**config.mk**
```make
export PLATFORM = sky130hd
export DESIGN_NAME = request_unit_multi
export DESIGN_NICKNAME = d
export VERILOG_FILES = /design/src/rtl/request_unit_multi.sv
export SDC_FILE = /design/constraint.sdc
export NUM_CORES = 1
export LEC_CHECK = 0
export ABC_AREA = 1
export BUFFER_PORTS_ARGS = -buffer_cell sky130_fd_sc_hd__buf_2
export CAP_MARGIN = 20
export CORE_MARGIN = 2
export CORE_UTILIZATION = 40
export CTS_CLUSTER_SIZE = 14
export DETAILED_ROUTE_END_ITERATION = 8
export GPL_ROUTABILITY_DRIVEN = 1
export PLACE_DENSITY = 0.69
export SLEW_MARGIN = 20
export SYNTH_ARGS = -nofsm -noshare
export SYNTH_HDL_FRONTEND = slang
export SYNTH_SLANG_ARGS = --single-unit
```
**constraint.sdc**
```tcl
create_clock -name CLK -period 1.75 [get_ports CLK]
set_input_delay 0.2625 -clock CLK [delete_from_list [all_inputs] [get_ports CLK]]
set_output_delay 0.2625 -clock CLK [all_outputs]
set_load 0.01 [all_outputs]
```
**src/rtl/request_unit_multi.sv**
```systemverilog
`default_nettype none
// ============================================================================
//  Module   : request_unit_multi
//  Brief    : NCORES-wide data request unit with halt gating, busy status,
//             saturating stall watchdog and sticky timeout per channel.
//  Revision : 1.0 - initial release
// ============================================================================
module request_unit_multi #(
  parameter int NCORES  = 2,
  parameter int STALL_W = 8
) (
  input  logic                        CLK,
  input  logic                        RST,
  input  logic [NCORES-1:0]           ihit,
  input  logic [NCORES-1:0]           dhit,
  input  logic [NCORES-1:0]           dREN,
  input  logic [NCORES-1:0]           dWEN,
  input  logic [NCORES-1:0]           halt,
  output logic [NCORES-1:0]           dmemREN,
  output logic [NCORES-1:0]           dmemWEN,
  output logic [NCORES-1:0]           pcen,
  output logic [NCORES-1:0]           busy,
  output logic [NCORES-1:0]           timeout,
  output logic [NCORES*STALL_W-1:0]   stall_cnt
);

  typedef enum logic {
    S_IDLE = 1'b0,
    S_REQ  = 1'b1
  } state_t;

  for (genvar i = 0; i < NCORES; i++) begin : g_ch
    state_t              r_state;
    logic                r_ren;
    logic                r_wen;
    logic                r_to;
    logic [STALL_W-1:0]  r_cnt;
    logic                w_req;
    logic                w_sat;
    logic [STALL_W-1:0]  w_cnt_nxt;

    // A dhit coinciding with the issue cycle is absorbed rather than opening a request.
    assign w_req     = ihit[i] & (dREN[i] | dWEN[i]) & ~halt[i] & ~dhit[i];
    assign w_sat     = &r_cnt;
    assign w_cnt_nxt = r_cnt + STALL_W'(1);

    always_ff @(posedge CLK) begin
      if (RST) begin
        r_state <= S_IDLE;
        r_ren   <= 1'b0;
        r_wen   <= 1'b0;
        r_to    <= 1'b0;
        r_cnt   <= '0;
      end else begin
        case (r_state)
          S_IDLE: begin
            r_ren <= 1'b0;
            r_wen <= 1'b0;
            if (w_req) begin
              r_state <= S_REQ;
              r_wen   <= dWEN[i];
              r_ren   <= dREN[i] & ~dWEN[i];
              r_cnt   <= '0;
            end
          end
          S_REQ: begin
            if (dhit[i]) begin
              r_state <= S_IDLE;
              r_ren   <= 1'b0;
              r_wen   <= 1'b0;
            end else if (!w_sat) begin
              r_cnt <= w_cnt_nxt;
              if (&w_cnt_nxt) r_to <= 1'b1;
            end
          end
          default: begin
            r_state <= S_IDLE;
            r_ren   <= 1'b0;
            r_wen   <= 1'b0;
          end
        endcase
      end
    end

    assign dmemREN[i] = r_ren;
    assign dmemWEN[i] = r_wen;
    assign busy[i]    = (r_state == S_REQ);
    assign timeout[i] = r_to;
    assign stall_cnt[i*STALL_W +: STALL_W] = r_cnt;
    // Halt freezes the PC in both states; a completing request still needs ~halt to advance.
    assign pcen[i] = ~RST & ((r_state == S_IDLE) ? (ihit[i] & ~(dREN[i] | dWEN[i]) & ~halt[i])
                                                 : (dhit[i] & ~halt[i]));
  end

endmodule
`default_nettype wire
```
# Word level (Yosys, flattened, before mapping)
# Index checks and enable logic that the tools add are counted.
word_totals:
  reg_bits: 24
  inputBits: 12
  output_inout_bits: 26
  wordCells: 83
classes:
  addsub: 2
  eq_ne: 8
  muxes: 26
  n_bitwise: 31
  n_reduce_logical: 6
ops:
  columns: ["operator", "n"]
  rows:
  - ["$mux W8", 6]
  - ["$pmux W8 S2", 2]
  - ["$reduce_and A11 Y1", 2]
  - ["$add A8 B1 Y8 const B", 2]
  - ["$and A1 B1 Y1", 16]
  - ["$ne A2 B2 Y1 const B", 8]
  - ["$reduce_and A8 Y1", 2]
  - ["$not A1 Y1", 13]
  - ["$mux W1", 12]
  - ["$pmux W1 S2", 6]
  - ["$reduce_and A3 Y1", 2]
  - ["$or A1 B1 Y1", 2]

# Logic depth before layout (Yosys ltp)
depth:
  ltp_word: 6
  mapped_depth: 10

# Least setup slack after synthesis
# OpenSTA, ideal clock, no wires.
synth_timing:
  path_kind: "register -> register"
  start: "register g_ch[0].r_cnt[1]"
  end: "register g_ch[0].r_cnt[7]"
  arrival_ps: 1360
  required_ps: 1683
  slack_ps: 322
  stages_incl_launch_ff: 10
  n_path_buf: 0
  synth_period_minus_slack_ps: 1428
  cell_sequence: "dfxtp_1 -> ha_1 -> nand2_1 -> nor2_2 -> nand3_2 -> nand2_2 -> nand2_4 -> nand2_4 -> nand2_1 -> a21oi_2"
synth_between:
  elab_chain_cells: 4
synth_rtl:
  columns: ["item", "line_no", "source"]
  rows:
  - ["start: declaration", "37", "logic [STALL_W-1:0] r_cnt;"]
  - ["start signal: assignment", "72", "r_cnt <= w_cnt_nxt;"]
  - ["$add A8 B1 Y8", "45", "assign w_cnt_nxt = r_cnt + STALL_W'(1);"]
  - ["$mux W8", "71", "end else if (!w_sat) begin"]
  - ["$mux W8", "67", "if (dhit[i]) begin"]
  - ["$pmux W8 S2", "55", "case (r_state)"]
# Parallel ways exist; a longest one is shown, timed or not. The select of a mux whose other input is x is not followed.
# A chain may end at the register's enable or synchronous reset.

# Worst setup path after layout
layout_timing:
  start: "register g_ch[0].r_state"
  end: "output pcen[0]"
layout_between:
  elab_chain_cells: 2
layout_rtl:
  columns: ["item", "line_no", "source"]
  rows:
  - ["start: declaration", "33", "state_t r_state;"]
  - ["start signal: assignment", "49", "r_state <= S_IDLE;"]
  - ["start signal: assignment", "60", "r_state <= S_REQ;"]
  - ["start signal: assignment", "68", "r_state <= S_IDLE;"]
  - ["$mux W1", "91", "assign pcen[i] = ~RST & ((r_state == S_IDLE) ? (ihit[i] & ~(dREN[i] | dWEN[i]) & ~halt[i])"]
  - ["$and A1 B1 Y1", "91", null]
  - ["end: declaration", "21", "output logic [NCORES-1:0] pcen,"]
# No other way between the ends.

==> results.yml <==
run_status:
  status: "finished, final reports clean"
route:
  via_per_inst: 4.80
  drcViolationCount: 0
  num_vias: 1441
  drt-initial-drc-count: 60
  wire_per_inst_um: 10.7
  drtPass1Iterations: 4
  ant_nets: 0
  totalWireLength_um: 3210
sta:
  worst_slew_pin_slew_ns: 0.363
  final.setup.tns_ns: 0
  post-route-period-util_pct: 89.9
  max-slew-margin-rel_pct: 75.8
  rsz0062_at_grt: "false"
  hold_viol: 0
  post-route-min-period_ns: 1.57
  fmax_mhz: 636
  setup_viol: 0
  final.setup_skew_ns: 0.00712
  slew_violations: 0
synth:
  async_flop_share_pct: 0
  synth_top_cell_area_share_pct: 33.2
  synth_nets: 237
  ys_seq_area_share_pct: 33.2
  yosys.area.top_type: "dfxtp_1"
  synth_cell_types: 26
  syn_avg_cell_area_um2: 6.56
  yosysWarnings: 0
  syn-cell-area_um2: 1450
  synth_area_leaders: "dfxtp_1 (33%), nand2_1 (17%), a21oi_1 (8.3%)"
  synth_edf_count: 0
  synth_commonest_cells: "nand2_1 (66), inv_1 (26), a21oi_1 (24), dfxtp_1 (24), nor2_1 (18)"
  yosysMostFrequentCell: "nand2_1"
  synth_ff_type: "dfxtp_1"
  syn_inst: 221
  synth-seq-cells: 24
floorplanning:
  fp.dieH_um: 64.2
  io_pins: 38
  rows: 21
  die-area_um2: 4120
  core-area_um2: 3420
  start_util_pct: 42.4
  dieWidth_um: 64.2
setup_path:
  critPathRequiredTime_ns: 1.49
  arrival_ns: 1.31
  r2r_slack_ns: 0.25
  critPathLaunchType: "flop"
  reg2reg_to: "g_ch[1].r_cnt[2]$_SDFFE_PP0P_"
  critical_path.max_fanout: 11
  crit_type: "reg -> out"
  r2r-start: "g_ch[1].r_cnt[0]$_SDFFE_PP0P_"
  reg2regPathDepth: 8
  crit_path_end_kind: "primary output"
placed_design:
  port_buffers: 37
  placedInstanceArea_um2: 1650
  gp_congestion: 0.833
  dp_hpwl_um: 2430
global_routing:
  grt_pass1_vias: 1325
  grt_max_degree: 15
  track_usage_pct: 17.3
  grt_pass1_wl_um: 5700
  overflow: 0
  antenna_found_initial: 0
finish:
  utilization_pct: 49.3
  diodes: 0
  syn_to_final_growth_pct: 16.2
  fin_nets: 271
  drive_gt1_share_pct: 24.4
  final_area_um2: 1680
min_path:
  hold_class: "in -> reg"
  hold_start: "dWEN[0]"
  holdPathStages: 3
  min_to: "g_ch[0].r_wen$_SDFFE_PP0P_"
power_and_ir_drop:
  powerDensity_nw_per_um2: 553
  ir_drop_mv: 0.288
  total_leakage_power_nw: 0.771
clock_tree:
  cts_root_buf: "clkbuf_4"
  numClockSinks: 24
  numCtsBuffers: 3
  clock_latency_ns: 0.33
  path_clk_slew_ns: 0.14
  htree_levels: 1
  cts_max_path_buffers: 2
  cts_tree: "yes"
job:
  drv_cap: 0
metal layers:
| layer | vias to the layer above | wire, um | GRT usage, % |
|---|---|---|---|
| met5 | - | 0 | 0 |
| met4 | 0 | 42 | 9.57 |
| met3 | 2 | 165 | 2.29 |
| met2 | 33 | 1390 | 25.9 |
| met1 | 646 | 1610 | 23.9 |
| li1 | 760 | - | - |
sequential cells by signal, summed over array words and instances, names as in the netlist:
signal	count
g_ch.r_state	2
g_ch.r_cnt	16
g_ch.r_ren	2
g_ch.r_to	2
g_ch.r_wen	2
final cells by class:
| cell class | count | area [um^2] |
|---|---|---|
| Inverter | 29 | 109 |
| Tap cell | 46 | 57.6 |
| Timing Repair Buffer | 41 | 215 |
| Clock buffer | 4 | 36.3 |
| Sequential cell | 24 | 483 |
| Multi-Input combinational cell | 156 | 783 |
| Fill cell | 378 | 1730 |
cells in the final DEF (no fill, tap or decap):
cell type / synthesis / routed
nand2_1: 66 / 66
buf_2: 1 / 37
inv_1: 26 / 25
a21oi_1: 24 / 24
dfxtp_1: 24 / 22
nor2_1: 18 / 18
nand3_1: 15 / 15
nand3b_1: 7 / 7
inv_2: 3 / 4
ha_1: 4 / 4
buf_4: 8 / 4
nor2_2: 3 / 3
clkbuf_4: 0 / 3
nor4_1: 2 / 2
nand2_4: 2 / 2
o21bai_1: 2 / 2
nand4_1: 2 / 2
or2_1: 2 / 2
o21ai_1: 2 / 2
dfxtp_2: 0 / 2
nor2_4: 1 / 1
nand3_2: 1 / 1
nand2_2: 1 / 1
nand4_2: 1 / 1
a21oi_2: 1 / 1
xor2_1: 1 / 1
o21ai_2: 1 / 1
clkbuf_8: 0 / 1
worst max path at each step:
| stage | from | to | slack, ns | depth (start not counted) |
|---|---|---|---|---|
| floorplan | g_ch[0].r_cnt[1]$_SDFFE_PP0P_ | g_ch[0].r_cnt[7]$_SDFFE_PP0P_ | 0.32 | 9 |
| finish | g_ch[0].r_state$_SDFF_PP0_ | pcen[0] | 0.18 | 4 |
| global route | g_ch[1].r_cnt[0]$_SDFFE_PP0P_ | g_ch[1].r_cnt[7]$_SDFFE_PP0P_ | 0.06 | 7 |
| detailed placement | g_ch[1].r_cnt[1]$_SDFFE_PP0P_ | g_ch[1].r_cnt[2]$_SDFFE_PP0P_ | 0.23 | 8 |
| CTS | g_ch[0].r_state$_SDFF_PP0_ | pcen[0] | 0.04 | 4 |
| global placement | g_ch[0].r_cnt[0]$_SDFFE_PP0P_ | g_ch[0].r_cnt[4]$_SDFFE_PP0P_ | 0.31 | 9 |
report_power, final:
| part | switching (W) | total (W) | internal [W] |
|---|---|---|---|
| logic | 0.0000481 | 0.0000737 | 0.0000256 |
| clock network | 0.000176 | 0.000304 | 0.000127 |
| registers | 0.00000413 | 0.000554 | 0.000550 |
| total | 0.000228 | 0.000931 | 0.000703 |
repair_timing:
item,CTS,global route
resized for setup,0,3
hold buffers,0,0
buffers inserted,0,0
endpoints found under the setup margin,0,3
metrics by stage:
step	setup slack, ns	hold slack (ns)	total power [W]	instances
detailed placement	0.233	0.447	0.000639	296
floorplan	0.322	0.405	0.000611	221
finish	0.177	0.180	0.000931	300
CTS	0.0390	0.178	0.000938	300
global placement	0.308	0.437	0.000639	296
global route	0.0551	0.186	0.000983	300
logic make-up (layout without fill, tap and decap cells):
kind of cell	after synthesis	in the layout	synth area share (%)
adders and majority gates	4	4	3.45
and+or+nand+nor	121	121	38.8
AOI/OAI and AO/OA	30	30	11.2
buffers and inverters	41	74	12.8
xor gates and xnor gates	1	1	0.605
DFF	24	24	33.2
critical path, cell delays in order, from the launching register on:
cell	delay (ns)
dfxtp_2	0.39
nand2_1	0.11
inv_2	0.10
nor4_1	0.22
buf_2	0.17
(Power assumes the default switching activity.)
